File: src/rtl/pmem_line_adaptor.sv
// Bridges the cache's 256-bit pmem line port to a 64-bit burst memory bus:
// reads are gathered beat by beat into one line, writes are streamed out from a latched copy.
module pmem_line_adaptor #(
  parameter int LINE_WIDTH  = 256,
  parameter int BURST_WIDTH = 64,
  parameter int BEATS       = 4
) (
  input  logic                   clk,
  input  logic                   rst,
  input  logic [31:0]            pmem_address,
  input  logic                   pmem_read,
  input  logic                   pmem_write,
  input  logic [LINE_WIDTH-1:0]  pmem_wdata,
  output logic [LINE_WIDTH-1:0]  pmem_rdata,
  output logic                   pmem_resp,
  output logic [31:0]            mem_address,
  output logic                   mem_read,
  output logic                   mem_write,
  output logic [BURST_WIDTH-1:0] mem_wdata,
  input  logic [BURST_WIDTH-1:0] mem_rdata,
  input  logic                   mem_resp
);

  localparam int CNT_W = (BEATS > 1) ? $clog2(BEATS) : 1;

  localparam logic [1:0] IDLE     = 2'd0;
  localparam logic [1:0] RD_BURST = 2'd1;
  localparam logic [1:0] WR_BURST = 2'd2;
  localparam logic [1:0] DONE     = 2'd3;

  logic [1:0]            state_r;
  logic [CNT_W-1:0]      cnt_r;
  logic [CNT_W-1:0]      cnt_next_s;
  logic                  last_beat_s;
  logic [LINE_WIDTH-1:0] line_buf_r;
  logic [31:0]           aligned_addr_s;

  // Offset bits are masked off so every burst starts on a line boundary.
  assign aligned_addr_s = pmem_address & 32'hFFFF_FFE0;
  assign last_beat_s    = (cnt_r == CNT_W'(BEATS - 1));

  // Beat counter successor, wrapping explicitly so non-power-of-two BEATS also works.
  always_comb begin
    cnt_next_s = {CNT_W{1'b0}};
    if (last_beat_s) begin
      cnt_next_s = {CNT_W{1'b0}};
    end else begin
      cnt_next_s = cnt_r + {{(CNT_W-1){1'b0}}, 1'b1};
    end
  end

  // Burst sequencer; every output is a register so memory sees glitch-free commands.
  always_ff @(posedge clk or posedge rst) begin
    if (rst) begin
      state_r     <= IDLE;
      cnt_r       <= {CNT_W{1'b0}};
      line_buf_r  <= {LINE_WIDTH{1'b0}};
      pmem_rdata  <= {LINE_WIDTH{1'b0}};
      pmem_resp   <= 1'b0;
      mem_address <= 32'h0000_0000;
      mem_read    <= 1'b0;
      mem_write   <= 1'b0;
      mem_wdata   <= {BURST_WIDTH{1'b0}};
    end else begin
      pmem_resp <= 1'b0;
      case (state_r)
        IDLE: begin
          if (pmem_write) begin
            state_r     <= WR_BURST;
            mem_address <= aligned_addr_s;
            line_buf_r  <= pmem_wdata;
            mem_wdata   <= pmem_wdata[BURST_WIDTH-1:0];
            cnt_r       <= {CNT_W{1'b0}};
            mem_write   <= 1'b1;
          end else if (pmem_read) begin
            state_r     <= RD_BURST;
            mem_address <= aligned_addr_s;
            cnt_r       <= {CNT_W{1'b0}};
            mem_read    <= 1'b1;
          end
        end
        RD_BURST: begin
          if (mem_resp) begin
            pmem_rdata[int'(cnt_r) * BURST_WIDTH +: BURST_WIDTH] <= mem_rdata;
            cnt_r <= cnt_next_s;
            if (last_beat_s) begin
              state_r   <= DONE;
              mem_read  <= 1'b0;
              pmem_resp <= 1'b1;
            end
          end
        end
        WR_BURST: begin
          // Preload the next beat so mem_wdata is already stable when the beat is offered.
          if (mem_resp) begin
            cnt_r     <= cnt_next_s;
            mem_wdata <= line_buf_r[int'(cnt_next_s) * BURST_WIDTH +: BURST_WIDTH];
            if (last_beat_s) begin
              state_r   <= DONE;
              mem_write <= 1'b0;
              pmem_resp <= 1'b1;
            end
          end
        end
        DONE: begin
          state_r <= IDLE;
        end
        default: begin
          state_r <= IDLE;
        end
      endcase
    end
  end

endmodule

File: config.mk
export PLATFORM = sky130hd
export DESIGN_NAME = pmem_line_adaptor
export DESIGN_NICKNAME = d
export VERILOG_FILES = /design/src/rtl/pmem_line_adaptor.sv
export SDC_FILE = /design/constraint.sdc
export NUM_CORES = 1
export LEC_CHECK = 0
export BUFFER_PORTS_ARGS = -buffer_cell sky130_fd_sc_hd__buf_2
export CAP_MARGIN = 20
export CORE_AREA = 3 3 275 277
export DETAILED_ROUTE_END_ITERATION = 10
export DIE_AREA = 0 0 278 280
export PLACE_DENSITY = 0.58
export SETUP_SLACK_MARGIN = 0.3
export SYNTH_ARGS = -nofsm -noshare
export SYNTH_HDL_FRONTEND = slang
export SYNTH_SLANG_ARGS = --single-unit
File: constraint.sdc
create_clock -name clk -period 23.1 [get_ports clk]
set_clock_uncertainty 0.05 [all_clocks]
set_input_delay 3.465 -clock clk [delete_from_list [all_inputs] [get_ports clk]]
set_output_delay 3.465 -clock clk [all_outputs]
set_load 0.05 [all_outputs]
### Yosys cells after proc, flatten, opt, wreduce, memory -nomap -nowiden

Cells that the tools add are included.
W data, S select, Z words.

| word-level totals | value |
|---|---|
| latch bits | 0 |
| output and inout port bits | 355 |
| bits in registers | 615 |
| ROM bits | 0 |
| memory bits (writable) | 0 |
| memories | 0 |
| word-level logic and storage cells | 68 |

| cells by class | value |
|---|---|
| add/sub/neg operators | 2 |
| mux-type cells | 26 |
| shifts and indexed selects | 3 |
| order comparisons | 0 |
| bitwise operators | 0 |
| equal/unequal tests | 14 |
| reductions and logical operators | 14 |
| $mul | 0 |
| div/mod/pow operators | 0 |

Operators with widths:

| kind | number |
|---|---|
| $bwmux W256 | 1 |
| $shift A64 B33 Y256 const A | 1 |
| $shiftx A256 B9 Y64 | 1 |
| $shiftx A64 B33 Y256 | 1 |
| $mux W64 | 2 |
| $pmux W64 S2 | 1 |
| $mux W32 | 2 |
| $neg A8 Y33 | 1 |
| $mux W2 | 8 |
| $ne A2 B2 Y1 const B | 7 |
| $reduce_and A3 Y1 | 3 |
| $mux W1 | 8 |
| $reduce_bool A2 Y1 | 4 |
| $eq A2 B2 Y1 const B | 3 |
| $pmux W2 S3 | 1 |
| $reduce_and A2 Y1 | 3 |
| $reduce_and A5 Y1 | 1 |
| $ne A2 B1 Y1 const B | 2 |
| $pmux W1 S2 | 2 |
| $pmux W2 S2 | 1 |
| $reduce_and A4 Y1 | 1 |
| $ne A3 B3 Y1 const B | 1 |
| $add A2 B1 Y2 const B | 1 |
| $eq A2 B1 Y1 const B | 1 |
| 2 further kinds | 2 |

### Logic depth before layout (Yosys ltp)

| logic depth | value |
|---|---|
| depth in word-level cells | 5 |
| depth in mapped cells | 9 |
| depth with buffers taken out | 6 |

### Worst setup path after synthesis

No wires, ideal clock.

| path | value |
|---|---|
| path type | input-to-reg |
| start | input pmem_write |
| end | register mem_address[10] |
| library setup time | 125 ps |
| cell stages on the path | 3 |
| arrival time | 4535 ps |
| slack | 18390 ps |
| path through | o21ai_1 > buf_2 > mux2_2 |

| between the ends | value |
|---|---|
| word-level cells in the longest chain between the ends | 2 |

Ends and longest elaborated chain:

| element | RTL line | text |
|---|---|---|
| start, declared | 12 | `input logic pmem_write,` |
| $reduce_bool A2 Y1 (no line) | n/a |  |
| $reduce_and A2 Y1 (no line) | n/a |  |
| end signal, assigned | 70 | `mem_address <= aligned_addr_s;` |
| end signal, assigned | 77 | `mem_address <= aligned_addr_s;` |
| end, declared | 16 | `output logic [31:0] mem_address,` |

Several ways; a longest one is shown, not always the timed one.
A chain may end at the register's enable or synchronous reset.

==> summary.md <==
| Metric | Value |
|---|---|
| Post-cts sizing count | 0 |
| Drt via density | 5.19 |
| Placement row count | a little under 100 |
| Leakage component of the power | around 15 nW |
| Worst setup margin | between 15 and 20 ns |
| Worst setup SP type | primary input |
| RSZ-0062 raised after global routing | false |
| Routed Wire Length | between 80000 and 90000 um |
| Total buffers and inverters traversed by the critical path | 5 |
| Insertion delay of the later-clocked pin in the worst-skew pair | ~0.6 ns |
| Weighted congestion reported at the end of routability-driven placement | just over 0.8 |
| Clock tree from TritonCTS | yes |
| Final core utilization | between 40% and 50% |
| Post-place setup slack | around 16 ns |
| Accumulated negative setup slack | 0 ns |
| Number of fill cells | between 6000 and 7000 |
| Library cell used as clock root buffer | sky130_fd_sc_hd__clkbuf_16 |
| CTS sink cnt | between 600 and 700 |
| Highest metal layer with signal wires | met5 |
| Period Utilization, post-route | around 27% |
| Most frequent standard cell in the layout excluding fill and tap cells | sky130_fd_sc_hd__buf_2 |
| Cells along the critical path | buf_2 > inv_8 > buf_4 > buf_4 > buf_4 |
| Number of I/O pins | 712 |
| Average wire per standard cell | ~23 um |
| Count of yosys warnings during synthesis | 0 |
| Register area | between 15000 and 20000 um2 |
| Commonest non-fill, non-tap cells in the layout | sky130_fd_sc_hd__buf_2, sky130_fd_sc_hd__dfrtp_1, sky130_fd_sc_hd__mux2_2 |
| Dominant delay contributor by cell family on the critical path | buffers and inverters |
| Detail Route met2 WL | roughly 40000 um |
| Number of failing setup endpoints in the final timing report | 0 |
| CP Class | primary input to async pin |
| Count of routing violations after the opening detailed-route iteration | 1020 |
| Share of final-layout standard cells stronger than drive strength 1 | between 40% and 50% |
| Final hold violation count | 0 |
| Num CTS Buffers | 69 |
| Antenna violations before repair | 45 |
| Number of global-route vias before repair | around 19000 |
| Number of distinct library cell variants in the gate-level netlist after synthesis | 35 |
| Count of placed standard cells including taps | 3290 |
| Max stage delay cell, worst path | sky130_fd_sc_hd__buf_4 |
| Post-synthesis cell count | 1733 |
| Outcome | finished, final reports clean |
| Most Frequent Cell on Critical Path | sky130_fd_sc_hd__buf_4 |
| Core Area | roughly 73000 um2 |
| Pwr dens | around 150 nW/um2 |
| Final-report max-slew violation count | 0 |
| Summed instance area of the synthesized netlist | 24500 um2 |
| Global-route congestion overflow total | 0 |
| Worst-path fanout max | 120 |
| HPWL Detailed | ~55000 um |
| Die Span Y | between 200 and 300 um |
| First-pass GRT wire length | ~120000 um |
| Floorplan die area | around 78000 um2 |
| Remaining design rule violation count | 0 |
| Mean area per synthesized cell | between 10 and 15 um2 |
| Worst EP required | 23.64 ns |
| Total number of vias | between 15000 and 20000 |
| Area added between synthesis and finish | 27.2% |
| Clock period minus worst slack | approximately 6.3 ns |
| Largest vdd supply drop | 0.000103 V |
| Deepest level of the CTS H-tree | 3 |
| Fraction of the yosys area taken by sequential cells | roughly 62% |
| Total length of routed met3 wires | roughly 7700 um |
| Worst hold margin | roughly 0.43 ns |
| Number of max-cap violations | 0 |
| Stage delay of the slowest cell on the critical path | a little over 0.8 ns |
| Maximum clock frequency | between 0.15 and 0.2 GHz |
| # hold bufs at CTS | 0 |
| Worst slew margin | 28.5% |
| Data arrival time of the critical path | 6.85 ns |
| Multi-input logic area | approximately 8600 um2 |
| Least-Margin Pin Slew | between 1 and 1.5 ns |
| Effective utilization at floorplan | between 30% and 40% |
| Maximum number of pins on one net before global-route repair | 121 |
| Class of the tightest hold or removal check | register to register |
| Kind of capture point of the worst setup path | async pin |
| Register bit total from synthesis | 610 |
| Post-layout instance count excluding filler cells | 3432 |
| Final ANT Viol Nets | 0 |
| DRT met1 WL | approximately 30000 um |
| Pre-antenna DRT Iters | 5 |
| Clock-pin transition on the worst setup and hold timing paths | approximately 0.060 ns |
| Number of nets in the finished design | approximately 2800 |
| Post-CTS Setup Inserts | 0 |
| Total global-route track usage | between 20% and 30% |
| Die span in x | 278 um |
| Number of buffers inserted by port buffering | between 700 and 800 |
| Clock buffer depth | 3 |
## state kept, by name, summed over array words and instances, names as in the netlist
register	cells
cnt_r	2
line_buf_r	256
state_r	2
pmem_resp	1
mem_read	1
pmem_rdata	256
mem_address	27
mem_write	1
mem_wdata	64
## per-layer routing
layer / GRT usage [%] / vias up
li1: - / 7743
met1: 23.4 / 9168
met2: 33.8 / 671
met3: 7.74 / 188
met4: 7.61 / 42
met5: 0 / -
## worst reg2reg max path: stages (launching register included)
cell and delay (ns):
sky130_fd_sc_hd__dfrtp_2 0.34, sky130_fd_sc_hd__buf_4 0.60, sky130_fd_sc_hd__inv_1 0.39, sky130_fd_sc_hd__ha_4 0.76
sky130_fd_sc_hd__nor3b_1 0.39, sky130_fd_sc_hd__and4bb_2 0.62, sky130_fd_sc_hd__buf_4 0.65, sky130_fd_sc_hd__a22o_1 0.30
## stage by stage
stage               power, mW  area (um2)
floorplan                3.14       24500
global placement         3.62       28900
detailed placement       3.67       28900
CTS                      4.78       31100
global route             4.97       31200
finish                   4.71       31200
## cells in the mapped netlist (all sizes together)
cell	n	share of area, %
o21ai	79	1.6
nand3	8	0.16
and3	2	0.051
dfrtp	610	62
ha	11	0.56
nor3b	1	0.031
a22o	256	9.1
o22a	7	0.25
nor4b	1	0.036
or4b	1	0.056
nor3	2	0.087
a21oi	64	1.3
and4b	1	0.041
nor2b	2	0.051
mux4	39	3.6
clkbuf	62	0.95
mux2	298	14
and4bb	1	0.051
a31oi	21	0.54
inv	15	0.23
or2	1	0.026
o22ai	5	0.13
nand2	81	1.2
buf	74	1.8
conb	1	0.015
nor2	62	0.95
mux2i	26	1.1
nand2b	2	0.051
## logic make-up (layout without fill, tap and decap cells)
family                   Yosys count  after routing  share of synthesized area (%)
AO/OA/AOI/OAI                    432            432                           13.0
adder cells (fa/ha/maj)           11             11                          0.561
buffers and inverters            151            866                           3.02
flip-flops                       610            610                           62.2
multiplexers                     363            363                           18.4
other                              1             26                         0.0153
AND/OR/NAND/NOR                  165            165                           2.83
## worst paths after layout
kind                                    start         endpoint  slack [ns]  cells after the start
worst max-delay path                      rst   line_buf_r[10]       16.78                      5
worst min-delay path            line_buf_r[0]    line_buf_r[0]        0.43                      2
worst max register to register       cnt_r[0]  pmem_rdata[175]       18.93                      7
worst min register to register  line_buf_r[0]    line_buf_r[0]        0.43                      2
max in group clk                   pmem_write  line_buf_r[122]       17.06                      5
min in group asynchronous                 rst   mem_address[6]        2.99                      2
## layout make-up
cell class,count,share of cell area [%]
Multi-Input combinational cell,976,27.6
Antenna cell,21,0.168
Tap cell,959,3.85
Timing Repair Buffer,731,12.0
Clock buffer,99,6.48
Inverter,15,0.205
Clock inverter,21,0.726
Sequential cell,610,48.9
## power breakdown
group	leakage [nW]	internal [mW]	switching, mW	total (mW)
clock network	1.11	0.643	0.439	1.08
logic	6.50	0.719	1.24	1.96
registers	7.67	1.47	0.201	1.67
total	15.3	2.83	1.88	4.71
No activity file was read; power rests on OpenSTA's default activity.
